===== src/rtl/adder_axi_master.sv =====
// AXI4-Lite master that sequences one add operation on the memory-mapped adder slave:
// write A (0x0), write B (0x4), read sum (0x8), read overflow flag (0xC).
module adder_axi_master #(
  parameter int unsigned DATA_WIDTH = 32,
  parameter int unsigned ADDR_WIDTH = 8,
  parameter int unsigned RESP_WIDTH = 3,
  parameter int unsigned TIMEOUT    = 255
) (
  input  logic                      m1_axi_aclk,
  input  logic                      m1_axi_areset,
  input  logic                      start,
  input  logic [DATA_WIDTH-1:0]     op_a,
  input  logic [DATA_WIDTH-1:0]     op_b,
  output logic                      busy,
  output logic                      done,
  output logic [DATA_WIDTH-1:0]     result,
  output logic                      overflow,
  output logic                      error,
  output logic [ADDR_WIDTH-1:0]     m1_axi_awaddr,
  output logic                      m1_axi_awvalid,
  input  logic                      m1_axi_awready,
  output logic [DATA_WIDTH-1:0]     m1_axi_wdata,
  output logic [DATA_WIDTH/8-1:0]   m1_axi_wstrb,
  output logic                      m1_axi_wvalid,
  input  logic                      m1_axi_wready,
  input  logic [RESP_WIDTH-1:0]     m1_axi_bresp,
  input  logic                      m1_axi_bvalid,
  output logic                      m1_axi_bready,
  output logic [ADDR_WIDTH-1:0]     m1_axi_araddr,
  output logic                      m1_axi_arvalid,
  input  logic                      m1_axi_arready,
  input  logic [DATA_WIDTH-1:0]     m1_axi_rdata,
  input  logic [RESP_WIDTH-1:0]     m1_axi_rresp,
  input  logic                      m1_axi_rvalid,
  output logic                      m1_axi_rready
);

  localparam int unsigned CNT_W  = 8;
  localparam int unsigned STRB_W = DATA_WIDTH / 8;

  localparam logic [ADDR_WIDTH-1:0] ADDR_A   = ADDR_WIDTH'(32'h0);
  localparam logic [ADDR_WIDTH-1:0] ADDR_B   = ADDR_WIDTH'(32'h4);
  localparam logic [ADDR_WIDTH-1:0] ADDR_SUM = ADDR_WIDTH'(32'h8);
  localparam logic [ADDR_WIDTH-1:0] ADDR_OVF = ADDR_WIDTH'(32'hC);
  localparam logic [CNT_W-1:0]      CNT_LAST = CNT_W'(TIMEOUT - 1);

  typedef enum logic [2:0] {
    S_IDLE,
    S_WR_A,
    S_WR_B,
    S_RD_RES,
    S_RD_OVF,
    S_FIN
  } state_t;

  state_t                  state_q, state_d;
  logic [CNT_W-1:0]        cnt_q, cnt_d;
  logic                    busy_q, busy_d;
  logic                    done_q, done_d;
  logic                    error_q, error_d;
  logic                    overflow_q, overflow_d;
  logic [DATA_WIDTH-1:0]   result_q, result_d;
  logic [DATA_WIDTH-1:0]   op_b_q, op_b_d;
  logic [ADDR_WIDTH-1:0]   awaddr_q, awaddr_d;
  logic                    awvalid_q, awvalid_d;
  logic [DATA_WIDTH-1:0]   wdata_q, wdata_d;
  logic                    wvalid_q, wvalid_d;
  logic                    bready_q, bready_d;
  logic [ADDR_WIDTH-1:0]   araddr_q, araddr_d;
  logic                    arvalid_q, arvalid_d;
  logic                    rready_q, rready_d;
  logic                    timed_out;

  // Next-state, handshake tracking and entry actions for each bus phase
  always_comb begin
    state_d    = state_q;
    cnt_d      = cnt_q;
    busy_d     = busy_q;
    done_d     = 1'b0;
    error_d    = error_q;
    overflow_d = overflow_q;
    result_d   = result_q;
    op_b_d     = op_b_q;
    awaddr_d   = awaddr_q;
    awvalid_d  = awvalid_q;
    wdata_d    = wdata_q;
    wvalid_d   = wvalid_q;
    bready_d   = bready_q;
    araddr_d   = araddr_q;
    arvalid_d  = arvalid_q;
    rready_d   = rready_q;
    timed_out  = (cnt_q == CNT_LAST);

    case (state_q)
      S_IDLE: begin
        if (start) begin
          state_d = S_WR_A;
          op_b_d  = op_b;
          busy_d  = 1'b1;
          error_d = 1'b0;
        end
      end
      S_WR_A, S_WR_B: begin
        if (awvalid_q && m1_axi_awready) awvalid_d = 1'b0;
        if (wvalid_q && m1_axi_wready)   wvalid_d  = 1'b0;
        if (bready_q && m1_axi_bvalid) begin
          awvalid_d = 1'b0;
          wvalid_d  = 1'b0;
          bready_d  = 1'b0;
          if (m1_axi_bresp != '0) begin
            error_d = 1'b1;
            state_d = S_FIN;
          end else begin
            state_d = (state_q == S_WR_A) ? S_WR_B : S_RD_RES;
          end
        end else if (timed_out) begin
          error_d = 1'b1;
          state_d = S_FIN;
        end
      end
      S_RD_RES, S_RD_OVF: begin
        // slave may answer without ever raising arready, so rvalid also retires the address
        if (arvalid_q && (m1_axi_arready || m1_axi_rvalid)) arvalid_d = 1'b0;
        if (rready_q && m1_axi_rvalid) begin
          arvalid_d = 1'b0;
          rready_d  = 1'b0;
          if (state_q == S_RD_RES) result_d   = m1_axi_rdata;
          else                     overflow_d = m1_axi_rdata[0];
          if (m1_axi_rresp != '0) begin
            error_d = 1'b1;
            state_d = S_FIN;
          end else begin
            state_d = (state_q == S_RD_RES) ? S_RD_OVF : S_FIN;
          end
        end else if (timed_out) begin
          error_d = 1'b1;
          state_d = S_FIN;
        end
      end
      S_FIN: begin
        busy_d  = 1'b0;
        state_d = S_IDLE;
      end
      default: state_d = S_IDLE;
    endcase

    // Entry actions: a phase raises its valids/readies on its first cycle
    if (state_d != state_q) begin
      case (state_d)
        S_WR_A: begin
          awaddr_d  = ADDR_A;
          wdata_d   = op_a;
          awvalid_d = 1'b1;
          wvalid_d  = 1'b1;
          bready_d  = 1'b1;
        end
        S_WR_B: begin
          awaddr_d  = ADDR_B;
          wdata_d   = op_b_q;
          awvalid_d = 1'b1;
          wvalid_d  = 1'b1;
          bready_d  = 1'b1;
        end
        S_RD_RES: begin
          araddr_d  = ADDR_SUM;
          arvalid_d = 1'b1;
          rready_d  = 1'b1;
        end
        S_RD_OVF: begin
          araddr_d  = ADDR_OVF;
          arvalid_d = 1'b1;
          rready_d  = 1'b1;
        end
        S_FIN: begin
          done_d    = 1'b1;
          awvalid_d = 1'b0;
          wvalid_d  = 1'b0;
          bready_d  = 1'b0;
          arvalid_d = 1'b0;
          rready_d  = 1'b0;
        end
        default: ;
      endcase
    end

    // Per-phase cycle counter, restarted on every state change
    if (state_d != state_q)  cnt_d = '0;
    else if (cnt_q != '1)    cnt_d = cnt_q + CNT_W'(1);
  end

  // State and output registers
  always_ff @(posedge m1_axi_aclk or posedge m1_axi_areset) begin
    if (m1_axi_areset) begin
      state_q    <= S_IDLE;
      cnt_q      <= '0;
      busy_q     <= 1'b0;
      done_q     <= 1'b0;
      error_q    <= 1'b0;
      overflow_q <= 1'b0;
      result_q   <= '0;
      op_b_q     <= '0;
      awaddr_q   <= '0;
      awvalid_q  <= 1'b0;
      wdata_q    <= '0;
      wvalid_q   <= 1'b0;
      bready_q   <= 1'b0;
      araddr_q   <= '0;
      arvalid_q  <= 1'b0;
      rready_q   <= 1'b0;
    end else begin
      state_q    <= state_d;
      cnt_q      <= cnt_d;
      busy_q     <= busy_d;
      done_q     <= done_d;
      error_q    <= error_d;
      overflow_q <= overflow_d;
      result_q   <= result_d;
      op_b_q     <= op_b_d;
      awaddr_q   <= awaddr_d;
      awvalid_q  <= awvalid_d;
      wdata_q    <= wdata_d;
      wvalid_q   <= wvalid_d;
      bready_q   <= bready_d;
      araddr_q   <= araddr_d;
      arvalid_q  <= arvalid_d;
      rready_q   <= rready_d;
    end
  end

  assign busy           = busy_q;
  assign done           = done_q;
  assign error          = error_q;
  assign overflow       = overflow_q;
  assign result         = result_q;
  assign m1_axi_awaddr  = awaddr_q;
  assign m1_axi_awvalid = awvalid_q;
  assign m1_axi_wdata   = wdata_q;
  assign m1_axi_wstrb   = {STRB_W{1'b1}};
  assign m1_axi_wvalid  = wvalid_q;
  assign m1_axi_bready  = bready_q;
  assign m1_axi_araddr  = araddr_q;
  assign m1_axi_arvalid = arvalid_q;
  assign m1_axi_rready  = rready_q;

endmodule


===== config.mk =====
export PLATFORM = sky130hd
export DESIGN_NAME = adder_axi_master
export DESIGN_NICKNAME = d
export VERILOG_FILES = /design/src/rtl/adder_axi_master.sv
export SDC_FILE = /design/constraint.sdc
export NUM_CORES = 1
export LEC_CHECK = 0
export ABC_AREA = 0
export BUFFER_PORTS_ARGS = -buffer_cell sky130_fd_sc_hd__clkbuf_2
export CORE_ASPECT_RATIO = 1.2
export CORE_MARGIN = 3
export CORE_UTILIZATION = 50
export CTS_CLUSTER_DIAMETER = 30
export DETAILED_ROUTE_END_ITERATION = 8
export PLACE_DENSITY = 0.89
export SLEW_MARGIN = 40
export SYNTH_ARGS = -nofsm -noshare
export SYNTH_HDL_FRONTEND = slang
export SYNTH_SLANG_ARGS = --single-unit
export TNS_END_PERCENT = 5

===== constraint.sdc =====
create_clock -name m1_axi_aclk -period 3.7 [get_ports m1_axi_aclk]
set_clock_uncertainty 0.05 [all_clocks]
set_input_delay 0.185 -clock m1_axi_aclk [delete_from_list [all_inputs] [get_ports m1_axi_aclk]]
set_output_delay 0.185 -clock m1_axi_aclk [all_outputs]
set_load 0.01 [all_outputs]

==> Word level (Yosys, flattened, before mapping) <==
Cells that the tools add are included.
{ "op_classes": {"add_sub_neg": 1, "eq_ne": 16, "muxes": 48, "bitwise_logic": 1, "reduce_logical": 25} }
{ "ops": {"columns": ["cell", "count"], "rows": [
  ["case mux 32 bit (2 select lines)", 1],
  ["case mux 8 bit (2 select lines)", 2],
  ["two-way mux 1 bit", 30],
  ["two-way mux 8 bit", 2],
  ["two-way mux 3 bit", 5],
  ["equality test 3 x 2 -> 1 bit (second input constant)", 4],
  ["equality test 3 bit (second input constant)", 4],
  ["case mux 1 bit (2 select lines)", 6],
  ["case mux 3 bit (3 select lines)", 1],
  ["nonzero test 3 bit", 3],
  ["adder 8 x 1 -> 8 bit (second input constant)", 1],
  ["equality test 8 bit (second input constant)", 1],
  ["!= test 8 bit (second input constant)", 1],
  ["AND reduction 2 bit", 4],
  ["nonzero test 2 bit", 4],
  ["OR reduction 2 bit", 4],
  ["equality test 3 x 1 -> 1 bit (second input constant)", 2],
  ["!= test 3 bit (second input constant)", 2],
  ["AND reduction 3 bit", 2],
  ["logical AND 1 bit", 5],
  ["AND reduction 4 bit", 1],
  ["zero test 3 bit", 1],
  ["!= test 3 bit", 1],
  ["case mux 1 bit (3 select lines)", 1],
  ["other kinds (3)", 3]
]} }
{ "totals": {"reg_bits": 132, "out_inout_bits": 93} }

==> Logic depth before layout (Yosys ltp) <==
{ "logic_depth": {"word_depth": 9, "mapped_depth": 10, "mapped_depth_nobuf": 9} }

==> Least setup slack after synthesis <==
Ideal clock, no wire load.
{ "synth_path": {"kind": "register to register", "startpoint": "register cnt_q[0]", "endpoint": "register wdata_q[10] (netlist: m1_axi_wdata[10])", "setup_time_ns": 0.094, "arrival_time_ns": 2.345, "path_slack_ns": 1.211, "stages_incl_launch_ff": 11, "n_path_buf": 2, "period_less_slack_ns": 2.489, "path_cell_list": "dfrtp_1 -> inv_1 -> ha_1 -> and3_1 -> a21oi_2 -> a221oi_4 -> or4_1 -> o32a_1 -> buf_6 -> buf_6 -> a221oi_2"} }
{ "synth_via": {"elab_chain_len": 7, "elab_cells_between_ends": 11, "cone_classes": "eq/ne (4); mux (5); reduce/logical (2)"} }
{ "synth_lines": {"columns": ["element", "line_no", "rtl"], "rows": [
  ["from (decl)", "57", "logic [CNT_W-1:0] cnt_q, cnt_d;"],
  ["from (signal assigned)", "212", "cnt_q <= cnt_d;"],
  ["equality test 8 bit *", "92", "timed_out = (cnt_q == CNT_LAST);"],
  ["two-way mux 3 bit *", "116, 135", null],
  ["two-way mux 3 bit, on equally long branches", "124, 106", null],
  ["case mux 3 bit (3 select lines) *", "94", "case (state_q)"],
  ["equality test 3 x 2 -> 1 bit / equality test 3 x 1 -> 1 bit (equally long branches)", "149", "case (state_d)"],
  ["nonzero test 2 bit (no line)", null, null],
  ["AND reduction 2 bit (no line)", null, null],
  ["to (signal assigned)", "221", "wdata_q <= wdata_d;"],
  ["to (decl)", "66", "logic [DATA_WIDTH-1:0] wdata_q, wdata_d;"]
]} }
Every way passes the cells marked *; elsewhere a longest branch is shown, timed or not.
A chain may end at the register's enable or synchronous reset.

==> Final worst setup path <==
{ "layout_path": {"startpoint": "register state_q[1]", "endpoint": "register op_b_q[31]"} }
{ "layout_via": {"elab_chain_len": 2} }
{ "layout_lines": {"columns": ["element", "line_no", "rtl"], "rows": [
  ["from (decl)", "56", "state_t state_q, state_d;"],
  ["from (signal assigned)", "211", "state_q <= state_d;"],
  ["zero test 3 bit", "94", null],
  ["AND reduction 2 bit (no line)", null, null],
  ["to (signal assigned)", "218", "op_b_q <= op_b_d;"],
  ["to (decl)", "63", "logic [DATA_WIDTH-1:0] op_b_q, op_b_d;"]
]} }
No other way between the ends.

==> qor.yml <==
status:
  outcome: "complete, no violations"
timing:
  max_freq_ghz: 0.3169
  finalHoldViolations: 0
  relSlewSlack: 0.5518
  finalCriticalPeriod_ns: 3.156
  setup_tns_ns: 0
  fin_ws_ns: 0.5444
  setup_viol: 0
  fin_crit_sh: 0.8529
  worst_pin_slew_ns: 0.6723
  drv_slew: 0
  rsz0062_at_grt: "no"
floorplan:
  die_w_um: 103.8
  top_level_ports: 203
  die_area_um2: 12810
  core.rowCount: 42
  fp.coreArea_um2: 11140
  initial_utilization: 0.5155
  die_h_um: 123.4
cts:
  post_cts_buffers: 0
  cts_resized: 0
  cts.clk_slew.worst_paths_ns: 0.06
  cts_max_level: 4
  hold_buffers: 64
  clock-root-buffer: "clkbuf_16"
  clk_latency_ns: 0.41
  cts.path.max_buffers: 2
  clock_sinks: 119
  cts_buffers: 17
  cts_tree: "yes"
setup_path:
  reg2regPathDepth: 8
  critPathMostFrequentCell: "buf_4"
  cp_slowest_stage_delay_ns: 0.67
  worstPathArrival_ns: 3.39
  start_kind: "flop"
  path_buf_inv: 2
  path_cells: "nand3b_1 > a31o_1 > a22oi_2 > o22ai_2 > buf_4 > nor3_4 > buf_4 > mux2_2"
  reg2reg_slack_ns: 0.54
  startpoint: "state_q[1]$_DFF_PP0_"
  worst-path-stages: 8
  criticalPathCategory: "reg2reg"
  crit_slowest_cell: "dfrtp_1"
  crit_family: "buffers and inverters"
  rr_startpoint: "state_q[1]$_DFF_PP0_"
  crit_fanout: 34
  end_kind: "flop"
  crit_required_ns: 3.93
  rr_endpoint: "op_b_q[31]$_DFFE_PP0P_"
run:
  maxCapViolCount: 0
route:
  viasPerCell: 5.691
  drtAntennaViolNets: 0
  route.detailed.drc: 0
  routed_wl_um: 17850
  drtPass1Iterations: 5
  post_drt_wl_per_cell_um: 19.62
  vias: 5179
  drt-initial-drc-count: 401
power:
  leakage_nw: 4.029
  powerDensity_nw_per_um2: 920.8
  peakVddDrop_mv: 0.5485
layout:
  area_growth_pct: 39.87
  final_nets: 855
  fill_cells: 720
  layout-drive-gt1-share: 0.4352
  stdcell_area_um2: 8033
  stdcell_count: 910
  diodes: 0
placed_design:
  hpwl_um: 10860
  dpl_cell_area_um2: 6743
  place_ws_ns: 0.6597
  io_buffers: 185
  gp_congestion: 0.8712
  dpl.cell_count: 814
logic_synthesis:
  synth_seq_area_share: 0.5185
  synthCells: 496
  synth_warnings: 0
  yosysUniqueCellTypes: 57
  synth_edf_count: 0
  synth_area_per_cell_um2: 11.58
  ys_top_cells_by_area: "dfrtp_1 (52%), mux2_2 (13%), a221oi_2 (7.1%), inv_1 (4.6%), nor4_1 (3.6%)"
  netlist_area_um2: 5743
  async_flop_share: 1.000
  synth_largest_area_cell: "dfrtp_1"
  synth_top_area_frac: 0.5185
  ys_seq_elements: 119
  synth_flop_cell: "dfrtp_1"
global_route:
  antenna_found_initial: 0
  grt_max_degree: 75
  grt_pass1_vias: 5564
  grt_pass1_wl_um: 28490
  grt_usage: 0.2838
  grt-ovfl-total: 0
worst_hold_path:
  whs_path_depth: 2
  hold_start: "op_b[21]"
  hold_end: "op_b_q[21]$_DFFE_PP0P_"
  hold_class: "in2reg"
==> metrics by stage <==
step / hold WS (ns) / power, mW / util
CTS: 0.008299 / 7.332 / 0.7210
finish: 0.01328 / 7.396 / 0.7210
global route: 0.01216 / 7.793 / 0.7210
detailed placement: 0.2920 / 5.401 / 0.6052
global placement: 0.3592 / 5.182 / 0.6040
floorplan: 0.2866 / 4.479 / -
==> power breakdown <==
part | switching (mW) | internal, mW
clock | 0.567 | 1.25
sequential | 0.427 | 1.93
combinational | 1.83 | 1.39
==> worst register-to-register path, delay by kind of cell (launching register included) <==
kind	cells	cell delay [ns]
buffers and inverters	2	0.69
AOI/OAI and AO/OA	3	0.68
DFF	1	0.67
and+or+nand+nor	2	0.53
muxes	1	0.43
==> worst max-delay path by stage <==
stage                                   to  slack [ns]
detailed placement  op_b_q[17]$_DFFE_PP0P_        0.66
CTS                  op_b_q[7]$_DFFE_PP0P_        0.61
finish              op_b_q[31]$_DFFE_PP0P_        0.54
floorplan                 busy$_DFFE_PP0P_        0.31
global placement    op_b_q[31]$_DFFE_PP0P_        0.79
global route        op_b_q[31]$_DFFE_PP0P_        0.39
==> cells by family (layout without fill, tap and decap cells) <==
family,after synthesis,count (layout),share of synthesized area
compound gates,91,91,0.1497
buf+inv,116,361,0.09695
fa+ha+maj,2,2,0.004357
mux,66,66,0.1292
simple gates,94,94,0.09085
xor+xnor,6,6,0.009150
other cells,2,17,0.001308
flops,119,119,0.5185
==> synth_stat cells (all sizes together) (2+ instances only) <==
cell type,number
buf,29
xor2,2
conb,2
a221o,2
o211ai,2
a32oi,2
mux2,65
inv,72
o21ai,21
nor3,5
and4,2
o22ai,2
nor2b,3
ha,2
nor2,19
o21a,2
o211a,2
a21o,2
a221oi,33
nand4,2
and2,2
or3,2
nand3,5
xnor2,4
and3,3
nor4,33
nand2,13
clkbuf,15
a21oi,14
dfrtp,119
==> routing by layer <==
layer,GRT usage,routed length [µm]
met1,0.3022,6109
met2,0.5122,9609
met3,0.06110,1148
met4,0.1862,985
met5,0,0
==> registers in the layout, indices dropped and copies added (netlist names), 2 cells and up <==
| name | flops |
|---|---|
| cnt_q | 8 |
| m1_axi_araddr | 2 |
| m1_axi_wdata | 32 |
| op_b_q | 32 |
| result | 32 |
| state_q | 3 |
==> layout make-up <==
type	count	area, µm²	area share
Clock inverter	8	167.7	0.02087
Sequential cell	119	2978	0.3707
Timing Repair Buffer	257	1639	0.2040
Clock buffer	24	481.7	0.05997
Inverter	72	275.3	0.03427
Tap cell	154	192.7	0.02399
Multi-Input combinational cell	276	2298	0.2861
==> cell usage in the layout (no fill, tap or decap), types with 13 or more instances in the layout <==
master	instances
clkbuf_2	185
dfrtp_1	119
inv_1	70
mux2_2	65
dlygate4sd3_1	64
nor4_1	33
a221oi_2	27
conb_1	17
clkbuf_16	17
nor2_1	15
o21ai_0	15
nand2_1	13
a21oi_1	13
Power figures use the tool's default switching activity.
